[src/rtl/seq_det_pkg.sv]
// Shared types and helpers for the parameterised serial sequence detector.
// Optional match counter is enabled by defining SEQ_DETECTOR_MATCH_CNT_EN.
package seq_det_pkg;

   typedef enum logic [1:0] {
      IDLE   = 2'd0,
      FILL   = 2'd1,
      DETECT = 2'd2
   } state_t;

   localparam int unsigned MIN_LEN = 2;

   // Clamp a requested pattern length into MIN_LEN..max_len.
   function automatic int unsigned clamp_len(input int unsigned len,
                                             input int unsigned max_len);
      if (len < MIN_LEN) return MIN_LEN;
      if (len > max_len) return max_len;
      return len;
   endfunction

endpackage

[src/rtl/seq_det_hist.sv]
// History shift register and fill counter for the sequence detector.
// Macro SEQ_DETECTOR_MATCH_CNT_EN does not affect this block.
module seq_det_hist
   import seq_det_pkg::*;
#(
   parameter int unsigned MAX_LEN = 8,
   parameter int unsigned LEN_W   = $clog2(MAX_LEN + 1)
) (
   input  logic               clk,
   input  logic               rst,
   input  logic               clr_all,
   input  logic               clr_fill,
   input  logic               shift,
   input  logic               inc,
   input  logic               din,
   output logic [MAX_LEN-1:0] history,
   output logic [LEN_W-1:0]   fill
);

   // Newest bit enters at bit 0; clr_all wipes both history and fill.
   always_ff @(posedge clk or negedge rst) begin
      if (!rst) begin
         history <= '0;
         fill    <= '0;
      end else if (clr_all) begin
         history <= '0;
         fill    <= '0;
      end else begin
         if (shift)
            history <= {history[MAX_LEN-2:0], din};
         if (clr_fill)
            fill <= '0;
         else if (inc)
            fill <= fill + LEN_W'(1);
      end
   end

endmodule

[src/rtl/seq_detector_param.sv]
// Parameterised serial pattern detector with runtime-loadable pattern,
// length and overlap mode. Define SEQ_DETECTOR_MATCH_CNT_EN to include a
// saturating match counter; otherwise match_cnt is tied to zero.
module seq_detector_param
   import seq_det_pkg::*;
#(
   parameter int unsigned MAX_LEN = 8,
   parameter int unsigned CNT_W   = 16
) (
   input  logic                           clk,
   input  logic                           rst,
   input  logic                           in_valid,
   input  logic                           in,
   input  logic                           cfg_load,
   input  logic [MAX_LEN-1:0]             cfg_pattern,
   input  logic [$clog2(MAX_LEN+1)-1:0]   cfg_len,
   input  logic                           cfg_overlap,
   output logic                           match,
   output logic                           busy,
   output logic [CNT_W-1:0]               match_cnt
);

   localparam int unsigned LEN_W = $clog2(MAX_LEN + 1);

   state_t               state, state_nxt;
   logic [MAX_LEN-1:0]   pat;
   logic [LEN_W-1:0]     len;
   logic                 ovl;
   logic [MAX_LEN-1:0]   history;
   logic [LEN_W-1:0]     fill;
   logic [MAX_LEN-1:0]   hist_next_c;
   logic [MAX_LEN-1:0]   mask_c;
   logic                 hit_c;
   logic                 match_nxt;
   logic                 clr_all, clr_fill, shift, inc;

   seq_det_hist #(
      .MAX_LEN (MAX_LEN),
      .LEN_W   (LEN_W)
   ) u_hist (
      .clk      (clk),
      .rst      (rst),
      .clr_all  (clr_all),
      .clr_fill (clr_fill),
      .shift    (shift),
      .inc      (inc),
      .din      (in),
      .history  (history),
      .fill     (fill)
   );

   // Compare the history as it will look after this bit shifts in.
   always_comb begin
      hist_next_c = {history[MAX_LEN-2:0], in};
      mask_c      = '0;
      for (int unsigned i = 0; i < MAX_LEN; i++)
         mask_c[i] = (i < 32'(len));
      hit_c = (((hist_next_c ^ pat) & mask_c) == '0);
   end

   // Next-state, history control and match decision.
   always_comb begin
      state_nxt = state;
      match_nxt = 1'b0;
      clr_all   = 1'b0;
      clr_fill  = 1'b0;
      shift     = 1'b0;
      inc       = 1'b0;
      if (cfg_load) begin
         clr_all   = 1'b1;
         state_nxt = FILL;
      end else if (in_valid) begin
         unique case (state)
            FILL: begin
               shift = 1'b1;
               inc   = 1'b1;
               if (fill + LEN_W'(1) == len) begin
                  state_nxt = DETECT;
                  match_nxt = hit_c;
                  if (hit_c && !ovl) begin
                     clr_fill  = 1'b1;
                     state_nxt = FILL;
                  end
               end
            end
            DETECT: begin
               shift     = 1'b1;
               match_nxt = hit_c;
               if (hit_c && !ovl) begin
                  clr_fill  = 1'b1;
                  state_nxt = FILL;
               end
            end
            default: ;
         endcase
      end
   end

   // State, configuration and output registers.
   always_ff @(posedge clk or negedge rst) begin
      if (!rst) begin
         state <= IDLE;
         match <= 1'b0;
         busy  <= 1'b0;
         pat   <= '0;
         len   <= LEN_W'(MIN_LEN);
         ovl   <= 1'b0;
      end else begin
         state <= state_nxt;
         match <= match_nxt;
         busy  <= (state_nxt != IDLE);
         if (cfg_load) begin
            pat <= cfg_pattern;
            len <= LEN_W'(clamp_len(32'(cfg_len), MAX_LEN));
            ovl <= cfg_overlap;
         end
      end
   end

`ifdef SEQ_DETECTOR_MATCH_CNT_EN
   logic [CNT_W-1:0] cnt;

   // Saturating count of match pulses; cfg_load leaves it alone.
   always_ff @(posedge clk or negedge rst) begin
      if (!rst)
         cnt <= '0;
      else if (match_nxt && (cnt != '1))
         cnt <= cnt + CNT_W'(1);
   end

   assign match_cnt = cnt;
`else
   assign match_cnt = '0;
`endif

endmodule

[config.mk]
export PLATFORM = sky130hd
export DESIGN_NAME = seq_detector_param
export DESIGN_NICKNAME = d
export VERILOG_FILES = /design/src/rtl/seq_det_pkg.sv /design/src/rtl/seq_det_hist.sv /design/src/rtl/seq_detector_param.sv
export SDC_FILE = /design/constraint.sdc
export NUM_CORES = 1
export LEC_CHECK = 0
export CORE_MARGIN = 3
export CORE_UTILIZATION = 40
export DETAILED_ROUTE_END_ITERATION = 10
export PLACE_DENSITY = 0.67
export SYNTH_ARGS = -nofsm -noshare
export SYNTH_HDL_FRONTEND = slang
export SYNTH_HIERARCHICAL = 1
export SYNTH_SLANG_ARGS = --single-unit
[constraint.sdc]
create_clock -name clk -period 3.83 [get_ports clk]
set_input_delay 0.5745 -clock clk [delete_from_list [all_inputs] [get_ports clk]]
set_output_delay 0.5745 -clock clk [all_outputs]
set_load 0.1 [all_outputs]
==> results of run 1 <==
-- layout by cell type (no fill, tap or decap), types with 2 or more instances in the layout --
cell             count
a211oi_1             2
a21oi_1              3
a31o_2               2
buf_4                3
clkbuf_8             4
clkdlybuf4s50_1     19
conb_1              16
dfrtp_1             27
ha_1                 4
inv_1                5
mux2_2              11
mux2i_1              8
nand2_1              4
nand3_1              2
nand3b_1             2
nor2_1              15
nor2b_1              3
nor3_1               2
o21ai_0              4
or2_1                2
xnor2_1              7
xor2_1               6
-- worst paths after layout --
kind                                start        endpoint  slack, ns  cells past startpoint
max reg2reg                u_hist/fill[0]  u_hist/fill[3]       1.56                      9
max                                    in  u_hist/fill[3]       1.50                      9
min                                pat[5]          pat[5]       0.54                      1
max in group asynchronous             rst          len[1]       2.85                      2
min in group asynchronous             rst  u_hist/fill[2]       0.68                      2
min reg2reg                        pat[5]          pat[5]       0.54                      1
-- stage by stage --
stage	setup slack (ns)	hold slack, ns	instance area [um2]	util (%)	instances
after global routing	1.33	0.566	1850	49.1	218
after CTS	1.50	0.545	1850	49.1	218
final	1.50	0.538	1850	49.1	218
after detailed placement	1.21	0.522	1800	47.6	214
after global placement	1.27	0.517	1800	47.6	214
after floorplan	1.79	0.279	1660	-	164
-- worst register-to-register path, delay by kind of cell (launching register included) --
kind / cells / cell delay [ns]
AND/OR/NAND/NOR: 5 / 0.68
adder cells (fa/ha/maj): 1 / 0.26
AO/OA/AOI/OAI: 1 / 0.17
multiplexers: 1 / 0.31
flip-flops: 1 / 0.47
XOR/XNOR: 1 / 0.27
-- layout make-up --
type	instances	area, um2
fill	337	1920
multi-input combinational	111	802
sequential	28	702
timing repair buffer	22	213
tap	48	60.1
clock buffer	4	55.1
inverter	5	18.8
-- registers in the layout, indices dropped and copies added (netlist names) --
| signal | count |
|---|---|
| busy | 1 |
| len | 4 |
| match | 1 |
| ovl | 1 |
| pat | 8 |
| state | 2 |
| u_hist/fill | 4 |
| u_hist/history | 7 |
-- per-layer routing --
metal	part of all wire [%]	vias to the layer above
met1	42	526
li1	-	521
met4	1.2	0
met3	4.3	4
met2	53	30
met5	0	-
-- power by group through the flow --
| stage | Clock [uW] | Sequential, uW | Combinational, uW |
|---|---|---|---|
| after floorplan | 0 | 341 | 160 |
| after global placement | 0 | 340 | 190 |
| after detailed placement | 0 | 341 | 195 |
| after CTS | 186 | 335 | 196 |
| after global routing | 199 | 337 | 210 |
| final | 177 | 335 | 194 |
==> run_results.csv, run 1 <==
group,metric,value,unit
power_and_ir_drop,p_int,472,uW
timing,min_period_over_period,60.8,%
clocking,cts_setup_buffers,0,
worst_setup_path,cp_cell_sequence,"clkdlybuf4s50_1 -> xnor2_1 -> nor2_1 -> o31a_1 -> a211oi_1 -> and3_1 -> nor2b_1 -> nor3b_1 -> mux2_1",
worst_setup_path,cpMaxStageDelayCell,"clkdlybuf4s50_1",
placement,place_hpwl,2.19,mm
drt,drt-vias-per-instance,4.96,
global_route,gr-max-usage-layer,"met2",
placement,gp_congestion,0.781,
power_and_ir_drop,p_sw,234,uW
power_and_ir_drop,pwr-share-seq,47.4,%
global_route,grt-ovfl-total,0,
timing,setup_viol,0,
global_route,use_met3,2.17,%
global_route,use_met2,22.7,%
layout,drive_gt1_share,13.5,%
power_and_ir_drop,swShare,33.1,%
floorplan,die_area,0.00481,mm2
layout,antenna_cells,0,
global_route,grtUsageMet1,14.7,%
floorplan,core.rowCount,22,
global_route,grt_max_degree,29,
worst_setup_path,end_kind,"flop",
worst_setup_path,path_max_fanout,3,
drt,routed_wl,2.80,mm
clocking,cts_htree_levels,1,
worst_setup_path,arrival,2.48,ns
layout,area_growth_syn_to_layout,15.4,%
drt,via_count,1081,
clocking,clk_latency,0.27,ns
layout,fin_nets,193,
worst_hold_path,worstHoldPathType,"reg2reg",
floorplan,io_pins,36,
power_and_ir_drop,p_total,706,uW
timing,relSlewSlack,35.4,%
yosys,netlist_instances,149,
worst_setup_path,crit_family,"simple AND/OR/NAND/NOR gates",
yosys,synth_warnings,6,
run,drv_cap,0,
worst_setup_path,start_kind,"input port",
run_status,status,"finished, final reports clean",
clocking,clock_path_buffers,2,
clocking,cts.sinks,28,
floorplan,initial_core_util,42.5,%
timing,slew_violations,0,
yosys,syn_area,0.00160,mm2
drt,dr.pass1.iters,7,
timing,hold_viol_final,0,
worst_setup_path,crit_buf_inv,1,
global_route,grt_pass1_wl,5.00,mm
clocking,cts_buffers,3,
floorplan,fp.dieW,69.3,um
global_route,first_global_vias,1152,
power_and_ir_drop,p_comb_share,27.6,%
timing,max_freq,0.430,GHz
floorplan,coreArea,0.00377,mm2
timing,rsz0062_at_grt,"false",
clocking,clkTransAtPathRegs,0.09,ns
global_route,antenna_found_initial,0,
power_and_ir_drop,ir_drop,0.000228,V
drt,drc,0,
timing,setup_tns,0,ns
yosys,syn_avg_cell_area,10.8,um2
power_and_ir_drop,p_leak,0.000829,uW
worst_setup_path,crit_type,"in2reg",
power_and_ir_drop,clockPowerShare,25.0,%
timing,worst_pin_slew,0.966,ns
global_route,grt_use_total,12.4,%
drt,drt_iter0_markers,35,
clocking,cts-resized-gates,0,
worst_setup_path,crit_required,3.99,ns
timing,skew,0.00552,ns
timing,final.min_clock_period,2.33,ns
worst_setup_path,critPathMaxStageDelay,0.50,ns
power_and_ir_drop,power_density,381,mW/mm2
clocking,cts_tree,"yes",
floorplan,fp.dieH,69.3,um
placement,port_buffers,19,
drt,ant_nets,0,
clocking,hold_buffers,0,
drt,post_drt_wl_per_cell,12.9,um
clocking,root_buffer,"clkbuf_8",
Power figures use the tool's default switching activity.
==> run 2, diff against run 1 <==
- clock period: 3.83 -> 2.4 ns (I/O delays scaled with it)
==> run_results.csv, run 2 (synthesized netlist as in run 1, its figures left out) <==
group,metric,value,unit
worst_setup_path,crit_buf_inv,0,
floorplan,initial_core_util,42.5,%
floorplan,core.rowCount,22,
layout,area_growth_syn_to_layout,18.0,%
timing,min_period_over_period,89.1,%
clocking,clkTransAtPathRegs,0.10,ns
layout,largest_reg_flops,8,
layout,drive_gt1_share,17.3,%
timing,final.min_clock_period,2.14,ns
layout,final_common_cell,"dfrtp_1",
floorplan,coreArea,0.00377,mm2
floorplan,fp.dieW,69.3,um
worst_setup_path,path_max_fanout,5,
global_route,grt_pass1_wl,5.04,mm
floorplan,die_area,0.00481,mm2
timing,setup_viol,0,
floorplan,io_pins,36,
worst_setup_path,cpMaxStageDelayCell,"dfrtp_1",
drt,via_count,1088,
clocking,cts_buffers,3,
placement,gp_congestion,0.771,
worst_setup_path,crit_required,2.56,ns
layout,fin_nets,196,
worst_setup_path,crit_type,"reg2reg",
worst_setup_path,arrival,2.30,ns
global_route,grt_max_degree,29,
worst_hold_path,worstHoldPathType,"in2async",
timing,rsz0062_at_grt,"false",
drt,post_drt_wl_per_cell,12.8,um
global_route,grt-ovfl-total,0,
power_and_ir_drop,power_density,648,mW/mm2
power_and_ir_drop,p_leak,0.000853,uW
timing,setup_tns,0,ns
worst_setup_path,critPathMaxStageDelay,0.44,ns
timing,hold_viol_final,0,
placement,place_hpwl,2.20,mm
clocking,clock_path_buffers,2,
placement,pre_cts_ws,-0.00853,ns
global_route,grt_use_total,12.8,%
power_and_ir_drop,ir_drop,0.000367,V
clocking,root_buffer,"clkbuf_8",
run_status,status,"finished, final reports clean",
clocking,cts_htree_levels,1,
layout,largest-register,"pat",
timing,slew_violations,0,
worst_setup_path,cp_cell_sequence,"ha_1 -> xnor3_1 -> nand3_1 -> nor2_1 -> a21o_1 -> and3_1 -> nor2b_2 -> nor3b_1 -> mux2_1",
worst_setup_path,crit_family,"simple AND/OR/NAND/NOR gates",
placement,port_buffers,19,
layout,largest_registers,"pat (8), u_hist/history (7)",
drt,drt-vias-per-instance,4.92,
placement,placed_area,0.00181,mm2
timing,setup_slack,0.262,ns
global_route,antenna_found_initial,0,
drt,ant_nets,0,
global_route,first_global_vias,1129,
run,drv_cap,0,
clocking,hold_buffers,0,
drt,drc,0,
worst_setup_path,end_kind,"flop",
layout,antenna_cells,0,
timing,skew,0.00870,ns
clocking,clk_latency,0.28,ns
layout,layout_common_cells,"dfrtp_1, clkdlybuf4s50_1, conb_1",
layout,final_cell_area,0.00189,mm2
clocking,cts.sinks,28,
clocking,cts_setup_buffers,0,
floorplan,fp.dieH,69.3,um
clocking,cts_tree,"yes",
timing,max_freq,0.468,GHz
drt,routed_wl,2.84,mm
drt,drt_iter0_markers,59,
drt,dr.pass1.iters,4,
clocking,cts-resized-gates,0,
worst_setup_path,start_kind,"flop",
## run 2: cell types whose count changed in the layout (fill, tap and decap cells not counted), sizes merged
cell	delta
bufinv	+1
clkdlybuf4s50	-2
clkbuf	-1
buf	+5
## run 2: stage by stage
step | hold WS [ns] | cells | util, % | total power [uW]
3_3_place_gp | 0.516 | 217 | 48.1 | 855
3_5_place_dp | 0.525 | 217 | 48.1 | 863
6_report | 0.452 | 221 | 50.2 | 1230
2_1_floorplan | 0.0644 | 164 | - | 801
5_1_grt | 0.482 | 221 | 50.2 | 1290
4_1_cts | 0.467 | 221 | 50.0 | 1240
## run 2: per-layer routing
layer	share of wire [%]	GRT usage [%]	vias to the layer above
met1	43	14.6	520
met4	1.6	5.21	0
li1	-	-	530
met3	4.6	2.46	5
met2	51	23.3	33
met5	0	0	-
## run 2: final timing paths
check | cells after the start | endpoint | from | slack (ns)
max in group asynchronous | 2 | len[1] | rst | 1.65
setup / recovery | 9 | u_hist/fill[3] | u_hist/fill[1] | 0.26
hold / removal | 2 | u_hist/history[0] | rst | 0.45
hold reg to reg | 1 | pat[7] | pat[7] | 0.54
min in group clk | 1 | pat[7] | pat[7] | 0.54
setup reg to reg | 9 | u_hist/fill[3] | u_hist/fill[1] | 0.26
## run 2: area by class of cell
type | instances | area, um2
Clock inverter | 1 | 30.0
Clock buffer | 3 | 41.3
Tap cell | 48 | 60.1
Multi-Input combinational cell | 111 | 811
Fill cell | 320 | 1880
Sequential cell | 28 | 702
Inverter | 5 | 18.8
Timing Repair Buffer | 25 | 230
## run 2: power by group
group | internal (uW) | total (uW) | switching [uW] | leakage [uW]
Clock | 224 | 371 | 148 | 0.0000357
Sequential | 502 | 531 | 29.3 | 0.000352
Combinational | 112 | 323 | 211 | 0.000465
Total | 838 | 1230 | 388 | 0.000853
==> run 3, diff against run 2 <==
- CELL_PAD_IN_SITES_DETAIL_PLACEMENT: default -> 1
- CELL_PAD_IN_SITES_GLOBAL_PLACEMENT: default -> 1
- CORE_UTILIZATION: 40 -> 39
- CTS_CLUSTER_SIZE: default -> 16
- PLACE_DENSITY: 0.67 -> 0.8
==> run_results.csv, run 3 (synthesized netlist as in run 1, its figures left out) <==
group,metric,value,unit
layout,largest_reg_flops,8,
layout,largest_registers,"pat (8), u_hist/history (7)",
layout,final_common_cell,"dfrtp_1",
layout,drive_gt1_share,17.3,%
floorplan,io_pins,36,
drt,ant_nets,0,
global_route,grt_use_total,14.5,%
drt,drt-vias-per-instance,4.93,
drt,via_count,1090,
run,drv_cap,0,
clocking,cts_tree,"yes",
clocking,cts_htree_levels,1,
power_and_ir_drop,p_total,1160,uW
timing,skew,0.00346,ns
placement,gp_congestion,0.833,
drt,drc,0,
worst_setup_path,arrival,2.33,ns
floorplan,coreArea,0.00380,mm2
worst_hold_path,worstHoldPathType,"in2async",
timing,final.min_clock_period,2.17,ns
timing,setup_viol,0,
global_route,grt_pass1_wl,5.62,mm
worst_setup_path,r2r_setup_slack,0.23,ns
layout,multi_input_area,807,um2
timing,min_period_over_period,90.5,%
layout,fin_nets,196,
floorplan,die_area,0.00492,mm2
worst_setup_path,crit_type,"reg2reg",
timing,slew_violations,0,
clocking,clkTransAtPathRegs,0.10,ns
placement,place_hpwl,2.62,mm
layout,fillers,420,
clocking,root_buffer,"clkbuf_8",
worst_setup_path,start_kind,"flop",
power_and_ir_drop,power_density,618,mW/mm2
power_and_ir_drop,ir_drop,0.000357,V
layout,area_growth_syn_to_layout,16.8,%
timing,max_freq,0.460,GHz
layout,final_core_util,49.3,%
floorplan,initial_core_util,42.2,%
layout,layout_common_cells,"dfrtp_1, clkdlybuf4s50_1, conb_1",
timing,hold_viol_final,0,
layout,largest-register,"pat",
drt,post_drt_wl_per_cell,15.0,um
clocking,cts.sinks,28,
floorplan,core.rowCount,22,
clocking,cts_buffers,3,
layout,fin_cells,221,
timing,holdWs,0.454,ns
worst_setup_path,end_kind,"flop",
drt,routed_wl,3.32,mm
worst_setup_path,crit_required,2.56,ns
worst_setup_path,rr_endpoint,"u_hist/fill[3]",
global_route,antenna_found_initial,0,
global_route,first_global_vias,1154,
floorplan,fp.dieW,70.1,um
run_status,status,"finished, final reports clean",
clocking,clock_path_buffers,2,
worst_setup_path,reg2reg_depth,9,
global_route,grt_max_degree,29,
floorplan,fp.dieH,70.1,um
clocking,clk_latency,0.28,ns
timing,setup_tns,0,ns
worst_setup_path,r2r_start,"u_hist/fill[1]",
clocking,hold_buffers,0,
power_and_ir_drop,p_leak,0.000845,uW
global_route,grt-ovfl-total,0,
placement,port_buffers,19,
placement,dp.cells,217,
drt,drt_iter0_markers,20,
timing,rsz0062_at_grt,"false",
drt,dr.pass1.iters,4,
layout,antenna_cells,0,
worst_setup_path,path_max_fanout,5,
layout,ff_latch_area,702,um2
[run 3: worst max path at each step]
stage	start	cells past startpoint	slack (ns)	endpoint
final	u_hist/fill[1]	9	0.23	u_hist/fill[3]
after global routing	u_hist/fill[1]	9	0.03	u_hist/fill[3]
after CTS	u_hist/fill[1]	9	0.13	u_hist/fill[3]
after detailed placement	in	9	-0.00005	u_hist/fill[3]
after global placement	in	9	0.10	u_hist/fill[3]
after floorplan	u_hist/fill[0]	9	0.36	u_hist/fill[3]
[run 3: final cells by class]
class | count | share of cell area [%]
inverters | 5 | 1.00
repair buffers | 25 | 12.3
clock buffers | 4 | 2.94
multi-input cells | 111 | 43.1
well taps | 48 | 3.21
flip-flops and latches | 28 | 37.5
[run 3: report_power, final]
part / leakage [uW] / total, uW / internal [uW] / switching [uW]
Clock: 0.0000288 / 296 / 147 / 149
Sequential: 0.000352 / 533 / 502 / 30.8
Combinational: 0.000464 / 328 / 112 / 216
Total: 0.000845 / 1160 / 761 / 396
[run 3: timing repair]
item                                    4_1_cts  5_1_grt
endpoints found under the hold margin         0        0
setup buffers                                 0        0
resized for setup                             0        2
endpoints found under the setup margin        0        1
[run 3: through the flow]
| step | setup WS, ns | area (um2) |
|---|---|---|
| after floorplan | 0.362 | 1660 |
| after global placement | 0.102 | 1810 |
| after detailed placement | -0.0000486 | 1810 |
| after CTS | 0.131 | 1870 |
| after global routing | 0.0330 | 1870 |
| final | 0.228 | 1870 |
[run 3: metal layers]
layer / up-vias / GRT usage [%] / wire length, um
li1: 531 / - / -
met1: 537 / 17.8 / 1390
met2: 17 / 25.5 / 1790
met3: 5 / 2.16 / 94
met4: 0 / 5.74 / 54
met5: - / 0 / 0
[run 3: critical path: stages, from the launching register on]
cell     delay (ns)
dfrtp_1        0.44
ha_1           0.22
xnor3_1        0.27
nand3_1        0.10
nor2_2         0.14
a21o_1         0.17
and3_1         0.17
nor2b_2        0.18
nor3b_1        0.07
mux2_1         0.30
